==> config.mk <==
export PLATFORM = sky130hd
export DESIGN_NAME = store_buffer_param
export DESIGN_NICKNAME = d
export VERILOG_FILES = /design/src/rtl/store_buffer_param.sv
export SDC_FILE = /design/constraint.sdc
export NUM_CORES = 1
export LEC_CHECK = 0
export CAP_MARGIN = 20
export CORE_UTILIZATION = 40
export DETAILED_ROUTE_END_ITERATION = 8
export REMOVE_ABC_BUFFERS = 1
export SLEW_MARGIN = 10
export SYNTH_ARGS = -nofsm -noshare
export SYNTH_HDL_FRONTEND = slang
export SYNTH_SLANG_ARGS = --single-unit
==> constraint.sdc <==
create_clock -name clk -period 4.84 [get_ports clk]
set_input_delay 0.968 -clock clk [delete_from_list [all_inputs] [get_ports clk]]
set_output_delay 0.968 -clock clk [all_outputs]
set_load 0.03 [all_outputs]
==> src/rtl/store_buffer_param.sv <==
// store_buffer_param: N-entry store buffer between the memory stage and the
// data cache. Retiring stores are queued in a circular FIFO and drained in
// order through a valid/ack handshake. Younger loads are forwarded from the
// youngest relevant entry. A stall is raised when the buffer is full, when a
// word load hits a byte entry, or while a fence waits for the buffer to empty.
//
// Optional build macro: STORE_BUFFER_COALESCE_EN
//   When defined, a store may merge into the youngest entry if that entry
//   holds the same word address. When undefined, every store allocates.
module store_buffer_param #(
    parameter int WORD_SIZE = 32,
    parameter int ADDR_W    = 32,
    parameter int DEPTH     = 4
) (
    input  logic                       clk,
    input  logic                       rst,
    input  logic                       st_valid,
    input  logic [ADDR_W-1:0]          st_addr,
    input  logic [WORD_SIZE-1:0]       st_data,
    input  logic                       st_byte,
    input  logic                       ld_valid,
    input  logic [ADDR_W-1:0]          ld_addr,
    input  logic                       ld_byte,
    input  logic                       fence_req,
    output logic                       drain_valid,
    output logic [ADDR_W-1:0]          drain_addr,
    output logic [WORD_SIZE-1:0]       drain_data,
    output logic                       drain_byte,
    input  logic                       drain_ack,
    output logic                       fwd_hit,
    output logic [WORD_SIZE-1:0]       fwd_data,
    output logic                       sb_stall,
    output logic                       full,
    output logic                       empty,
    output logic [$clog2(DEPTH+1)-1:0] count
);

    localparam int PTR_W = $clog2(DEPTH);
    localparam int CNT_W = $clog2(DEPTH+1);

    // Entry storage
    logic [ADDR_W-1:0]    addr_r [DEPTH];
    logic [WORD_SIZE-1:0] data_r [DEPTH];
    logic [DEPTH-1:0]     byte_r;

    logic [PTR_W-1:0] head_r;
    logic [PTR_W-1:0] tail_r;
    logic [CNT_W-1:0] count_r;

    logic [PTR_W-1:0] young_s;
    logic             full_s;
    logic             empty_s;
    logic             merge_s;
    logic             alloc_s;
    logic             deq_s;
    logic             hit_s;
    logic             conflict_s;
    logic [WORD_SIZE-1:0] fwd_word_s;
    logic [PTR_W-1:0] idx_s;

    // Little-endian byte lane extraction from a buffered word
    function automatic logic [7:0] lane_of(input logic [WORD_SIZE-1:0] word,
                                           input logic [1:0] lane);
        logic [7:0] res;
        case (lane)
            2'd0:    res = word[7:0];
            2'd1:    res = word[15:8];
            2'd2:    res = word[23:16];
            2'd3:    res = word[31:24];
            default: res = 8'h00;
        endcase
        return res;
    endfunction

    assign young_s = tail_r - PTR_W'(1);
    assign full_s  = (count_r == CNT_W'(DEPTH));
    assign empty_s = (count_r == CNT_W'(0));
    assign deq_s   = !empty_s && drain_ack;
    // Capacity is judged on the start-of-cycle count, so a same-cycle drain never frees room
    assign alloc_s = st_valid && !merge_s && !full_s;

`ifdef STORE_BUFFER_COALESCE_EN
    // Decide whether the incoming store folds into the youngest entry
    always_comb begin
        merge_s = 1'b0;
        if (st_valid && !empty_s
            && (addr_r[young_s][ADDR_W-1:2] == st_addr[ADDR_W-1:2])
            && (!st_byte || !byte_r[young_s] || (addr_r[young_s][1:0] == st_addr[1:0]))
            && !((young_s == head_r) && drain_ack)) begin
            merge_s = 1'b1;
        end else begin
            merge_s = 1'b0;
        end
    end
`else
    assign merge_s = 1'b0;
`endif

    // Pointer, occupancy and entry updates; reset discards all entries at once
    always_ff @(posedge clk or negedge rst) begin
        if (!rst) begin
            head_r  <= '0;
            tail_r  <= '0;
            count_r <= '0;
            byte_r  <= '0;
            for (int i = 0; i < DEPTH; i++) begin
                addr_r[i] <= '0;
                data_r[i] <= '0;
            end
        end else begin
            if (alloc_s) begin
                addr_r[tail_r] <= st_addr;
                data_r[tail_r] <= st_data;
                byte_r[tail_r] <= st_byte;
                tail_r         <= tail_r + PTR_W'(1);
            end
            if (merge_s) begin
                if (!st_byte) begin
                    addr_r[young_s] <= st_addr;
                    data_r[young_s] <= st_data;
                    byte_r[young_s] <= 1'b0;
                end else if (!byte_r[young_s]) begin
                    data_r[young_s][{st_addr[1:0], 3'b000} +: 8] <= st_data[7:0];
                end else begin
                    data_r[young_s] <= st_data;
                end
            end
            if (deq_s) begin
                head_r <= head_r + PTR_W'(1);
            end
            case ({alloc_s, deq_s})
                2'b10:   count_r <= count_r + CNT_W'(1);
                2'b01:   count_r <= count_r - CNT_W'(1);
                default: count_r <= count_r;
            endcase
        end
    end

    // Forwarding search: walk oldest to youngest so the youngest relevant entry wins
    always_comb begin
        hit_s      = 1'b0;
        conflict_s = 1'b0;
        fwd_word_s = '0;
        idx_s      = head_r;
        for (int i = 0; i < DEPTH; i++) begin
            idx_s = head_r + PTR_W'(i);
            if (ld_valid && (CNT_W'(i) < count_r)
                && (addr_r[idx_s][ADDR_W-1:2] == ld_addr[ADDR_W-1:2])) begin
                if (byte_r[idx_s] && ld_byte && (addr_r[idx_s][1:0] != ld_addr[1:0])) begin
                    // other byte lane: leaves the older result in place
                    hit_s = hit_s;
                end else if (byte_r[idx_s] && !ld_byte) begin
                    hit_s      = 1'b0;
                    conflict_s = 1'b1;
                    fwd_word_s = '0;
                end else if (!ld_byte) begin
                    hit_s      = 1'b1;
                    conflict_s = 1'b0;
                    fwd_word_s = data_r[idx_s];
                end else if (byte_r[idx_s]) begin
                    hit_s      = 1'b1;
                    conflict_s = 1'b0;
                    fwd_word_s = {{(WORD_SIZE-8){1'b0}}, data_r[idx_s][7:0]};
                end else begin
                    hit_s      = 1'b1;
                    conflict_s = 1'b0;
                    fwd_word_s = {{(WORD_SIZE-8){1'b0}}, lane_of(data_r[idx_s], ld_addr[1:0])};
                end
            end else begin
                hit_s = hit_s;
            end
        end
    end

    assign drain_valid = !empty_s;
    assign drain_addr  = addr_r[head_r];
    assign drain_data  = data_r[head_r];
    assign drain_byte  = byte_r[head_r];
    assign fwd_hit     = hit_s;
    assign fwd_data    = fwd_word_s;
    assign sb_stall    = (st_valid && full_s && !merge_s) || conflict_s || (fence_req && !empty_s);
    assign full        = full_s;
    assign empty       = empty_s;
    assign count       = count_r;

endmodule

==> impl_summary.txt <==
----------------------------------------------------
[Timing]
  Highest clock rate ... 194 MHz
  Remaining max-slew budget at the tightest pin ... 40.0%
  Part of the cycle the worst path needs ... 107%
  Worst clock skew on the final layout ... ~0.033 ns
  RSZ-0062 raised after global routing ... true
  Crit path time final ... 5.16 ns
  Final-report setup violation count ... 34
  Actual slew at the worst max-slew pin ... 0.900 ns
  Setup ws final ... -0.323 ns
  Total negative slack for setup checks ... -7.94 ns
  Hold Violations, Final ... 0
  Slew Limit Fails ... 0

[Logic synthesis]
  Synth area leader ... sky130_fd_sc_hd__dfrtp_1
  Area contributors post-synth ... sky130_fd_sc_hd__dfrtp_1 32%, sky130_fd_sc_hd__mux2_2 17%, sky130_fd_sc_hd__mux4_2 12%
  Synthesized area per cell ... 11.1 um^2
  Count of unique library cells instantiated by Yosys ... 81
  Most used flip-flop cell after synthesis ... sky130_fd_sc_hd__dfrtp_1
  Async set or reset register ratio after synthesis ... 100%
  Top-area cell type share of the netlist area ... between 30% and 40%
  Most frequent cell after synthesis ... sky130_fd_sc_hd__mux2_2
  Share of the yosys chip area belonging to registers ... about a third
  Register bit count reported by yosys ... 267
  Warnings from Yosys ... 0
  Number of synthesized flops with an enable pin ... 0
  Most numerous cell types in the synthesized netlist ... 315 x sky130_fd_sc_hd__mux2_2, 267 x sky130_fd_sc_hd__dfrtp_1, 179 x sky130_fd_sc_hd__mux2i_1
  Post-Synthesis Cells ... approximately 1.9k
  Area of the mapped netlist ... 20,800 um^2

[Placed design]
  Post-DP Area ... ~25,000 um^2
  Worst setup slack after placement ... -0.431 ns
  Global placement routability congestion ... 1.00
  Buffers on Ports ... roughly 210
  DP Wirelength ... 52,100 um

[Worst hold path]
  Tightest Hold Check Type ... in2async

[Clock network]
  Cts hold-fix bufs ... 0
  Worst-path clk slew ... approximately 0.070 ns
  Worst-Skew Late Latency ... 0.57 ns
  TritonCTS clock tree ... yes
  Clock sink count ... 267
  Clock tree buffer depth ... 3
  Deepest level of the CTS H-tree ... 2
  Inserted Clock Buffers ... 35
  Clock Tree Root ... sky130_fd_sc_hd__clkbuf_16

[Layout]
  Count of fill cells added during filler insertion ... 4,474
  Number of nets in the layout ... 2,293
  Layout-stage area growth over the synthesis result ... 30.7%
  Total area of sequential cells ... 6690 um^2
  Ratio of cells with drive above 1 in the final layout ... around two fifths
  Inserted Diodes ... 0
  Post-layout instance area ... 27,200 um^2
  Area of the multi-input gates ... 13,600 um^2

[Detailed routing]
  Remaining antenna violation count after routing ... 0
  Overall routed net length ... about 72,000 um
  DRC Markers ... 0
  Detailed-router iteration count before antenna repair ... 6
  Average wire per standard cell ... 25.1 um
  Ratio of routed vias to standard cells ... 6.09
  DRC violation total after the first TritonRoute iteration ... 1,541
  Via count ... 17.6k

[Job]
  Max capacitance violation total ... 0

[Global routing]
  Largest net degree at the start of global routing ... 111
  Via count of the first global-routing pass ... 17.5k
  Leftover overflow at the end of global routing ... 0
  Global-route wire length before repair ... roughly 110,000 um
  Number of antenna violations at the first check in global routing ... 5
  Overall fraction of global-route tracks in use ... 27.0%

[Pwr]
  Power per cell area ... between 800 and 900 nW/um^2
  Power Total ... between 20 and 25 mW
  Leakage power summed over all cells ... 11.0 nW
  Worst VDD drop ... about 0.53 mV

[Floorplanning]
  Top Ports ... 209
  FP Rows ... between 80 and 90
  Initial core utilization ... 40.5%
  Vertical die dimension ... 230 um
  Die Span X ... 230 um
  Core region area ... 51,400 um^2
  Total Die Area ... 53,000 um^2

[Worst setup path]
  CP Max Fanout ... 16
  Critical path start-end classification ... reg2out
  Timing endpoint of the critical path ... fwd_data[2]
  Critical register-to-register path startpoint ... count[0]
  R2R setup slack ... between 1.5 and 2 ns
  Worst path required time ... between 3 and 4 ns
  Sort of element at the end of the critical path ... output pin
  Start point of the critical path ... head_r[0]
  Type of origin of the critical path ... flop
  Number of cells traversed by the worst register-to-register path ... 9
  Endpoint of the worst register-to-register path ... addr_r[19]
  Arrival time at the worst endpoint ... 4.19 ns

[Run status]
  Run status ... finished, violations left
  Violated checks ... negative setup slack

----------------------------------------------------
-- power breakdown --
group	switching, mW	internal [mW]	leakage, nW
clock	1.03	1.70	0.591
combinational	8.11	7.38	7.28
sequential	1.20	3.40	3.16
-- critical path, cell delays in order, from the launching register on --
cell and delay [ns]:
sky130_fd_sc_hd__dfrtp_4 0.54, sky130_fd_sc_hd__buf_6 0.17, sky130_fd_sc_hd__inv_4 0.21, sky130_fd_sc_hd__buf_12 0.21, sky130_fd_sc_hd__mux2i_2 0.39, sky130_fd_sc_hd__xnor2_1 0.16, sky130_fd_sc_hd__nand4_1 0.25, sky130_fd_sc_hd__a2111o_1 0.52
sky130_fd_sc_hd__a311oi_4 0.33, sky130_fd_sc_hd__buf_6 0.19, sky130_fd_sc_hd__a221oi_1 0.09, sky130_fd_sc_hd__a221oi_2 0.39, sky130_fd_sc_hd__buf_12 0.18
-- area by class of cell --
type                    count  area share, %
multi-input cells        1403           50.1
clock buffers              46           3.63
inverters                  29          0.409
flip-flops and latches    267           24.6
well taps                 680           3.13
repair buffers            444           17.3
clock inverters            14          0.782
-- metrics by stage --
step,util (%),hold WS [ns],std cells
after floorplan,-,0.489,1699
after global placement,48.7,0.501,2794
after detailed placement,48.7,0.509,2794
after CTS,52.3,0.506,2877
after global routing,52.9,0.538,2883
final,52.9,0.484,2883
-- cell families after synthesis --
group	count (synthesis)	share of synthesized area, %
adder cells (fa/ha/maj)	9	0.541
flip-flops	267	32.1
XOR/XNOR	111	4.67
buffers and inverters	199	4.95
multiplexers	602	37.3
AND/OR/NAND/NOR	361	8.91
AO/OA/AOI/OAI	320	11.5
-- worst min path at each step --
| stage | start | to | slack, ns |
|---|---|---|---|
| 2_1_floorplan | data_r[100] | data_r[100] | 0.49 |
| 3_3_place_gp | data_r[103] | data_r[103] | 0.50 |
| 3_5_place_dp | data_r[98] | data_r[98] | 0.51 |
| 4_1_cts | rst | addr_r[75] | 0.51 |
| 5_1_grt | data_r[14] | data_r[14] | 0.54 |
| 6_report | rst | addr_r[75] | 0.48 |
-- state kept, by name, summed over array words and instances, names as in the netlist --
signal / flops
addr_r: 128
byte_r: 4
count: 3
data_r: 128
head_r: 2
tail_r: 2
-- layout by cell type, fill, tap and decap left out, drive strengths merged, types with 7 or more instances in the layout --
cell type / netlist / routed
nand3: 37 / 37
a221oi: 17 / 17
xnor2: 73 / 73
buf: 85 / 266
ha: 9 / 9
mux2: 315 / 315
clkbuf: 85 / 49
o22ai: 18 / 18
a221o: 25 / 25
nor2b: 14 / 14
a21boi: 8 / 8
nor3b: 34 / 34
a22o: 9 / 9
o21ai: 64 / 64
and2: 13 / 13
mux2i: 180 / 180
xor2: 38 / 38
or3: 8 / 8
clkdlybuf4s50: 0 / 172
a2111oi: 7 / 7
o211ai: 10 / 10
mux4: 107 / 107
inv: 29 / 32
a22oi: 28 / 28
o31ai: 10 / 10
nor2: 69 / 69
o2111ai: 11 / 11
nand2: 104 / 104
nor4: 9 / 9
o2bb2ai: 21 / 21
dfrtp: 267 / 267
a21oi: 52 / 52
nor3: 43 / 43
-- metal layers --
| layer | up-vias | global-route usage, % | part of all wire (%) | routed length (um) |
|---|---|---|---|---|
| met5 | - | 0 | 0.053 | 38 |
| met4 | 6 | 7.28 | 2.8 | 2020 |
| met3 | 120 | 3.81 | 6.6 | 4760 |
| met2 | 708 | 42.8 | 46 | 33300 |
| met1 | 8961 | 38.4 | 44 | 32100 |
| li1 | 7757 | - | - | - |
-- what timing repair did --
action | in CTS | in global routing
gates cloned | 3 | 2
endpoints found under the setup margin | 34 | 34
gates resized for setup | 78 | 45
pin swaps | 34 | 24
setup buffers | 20 | 4
Power figures use the tool's default switching activity.
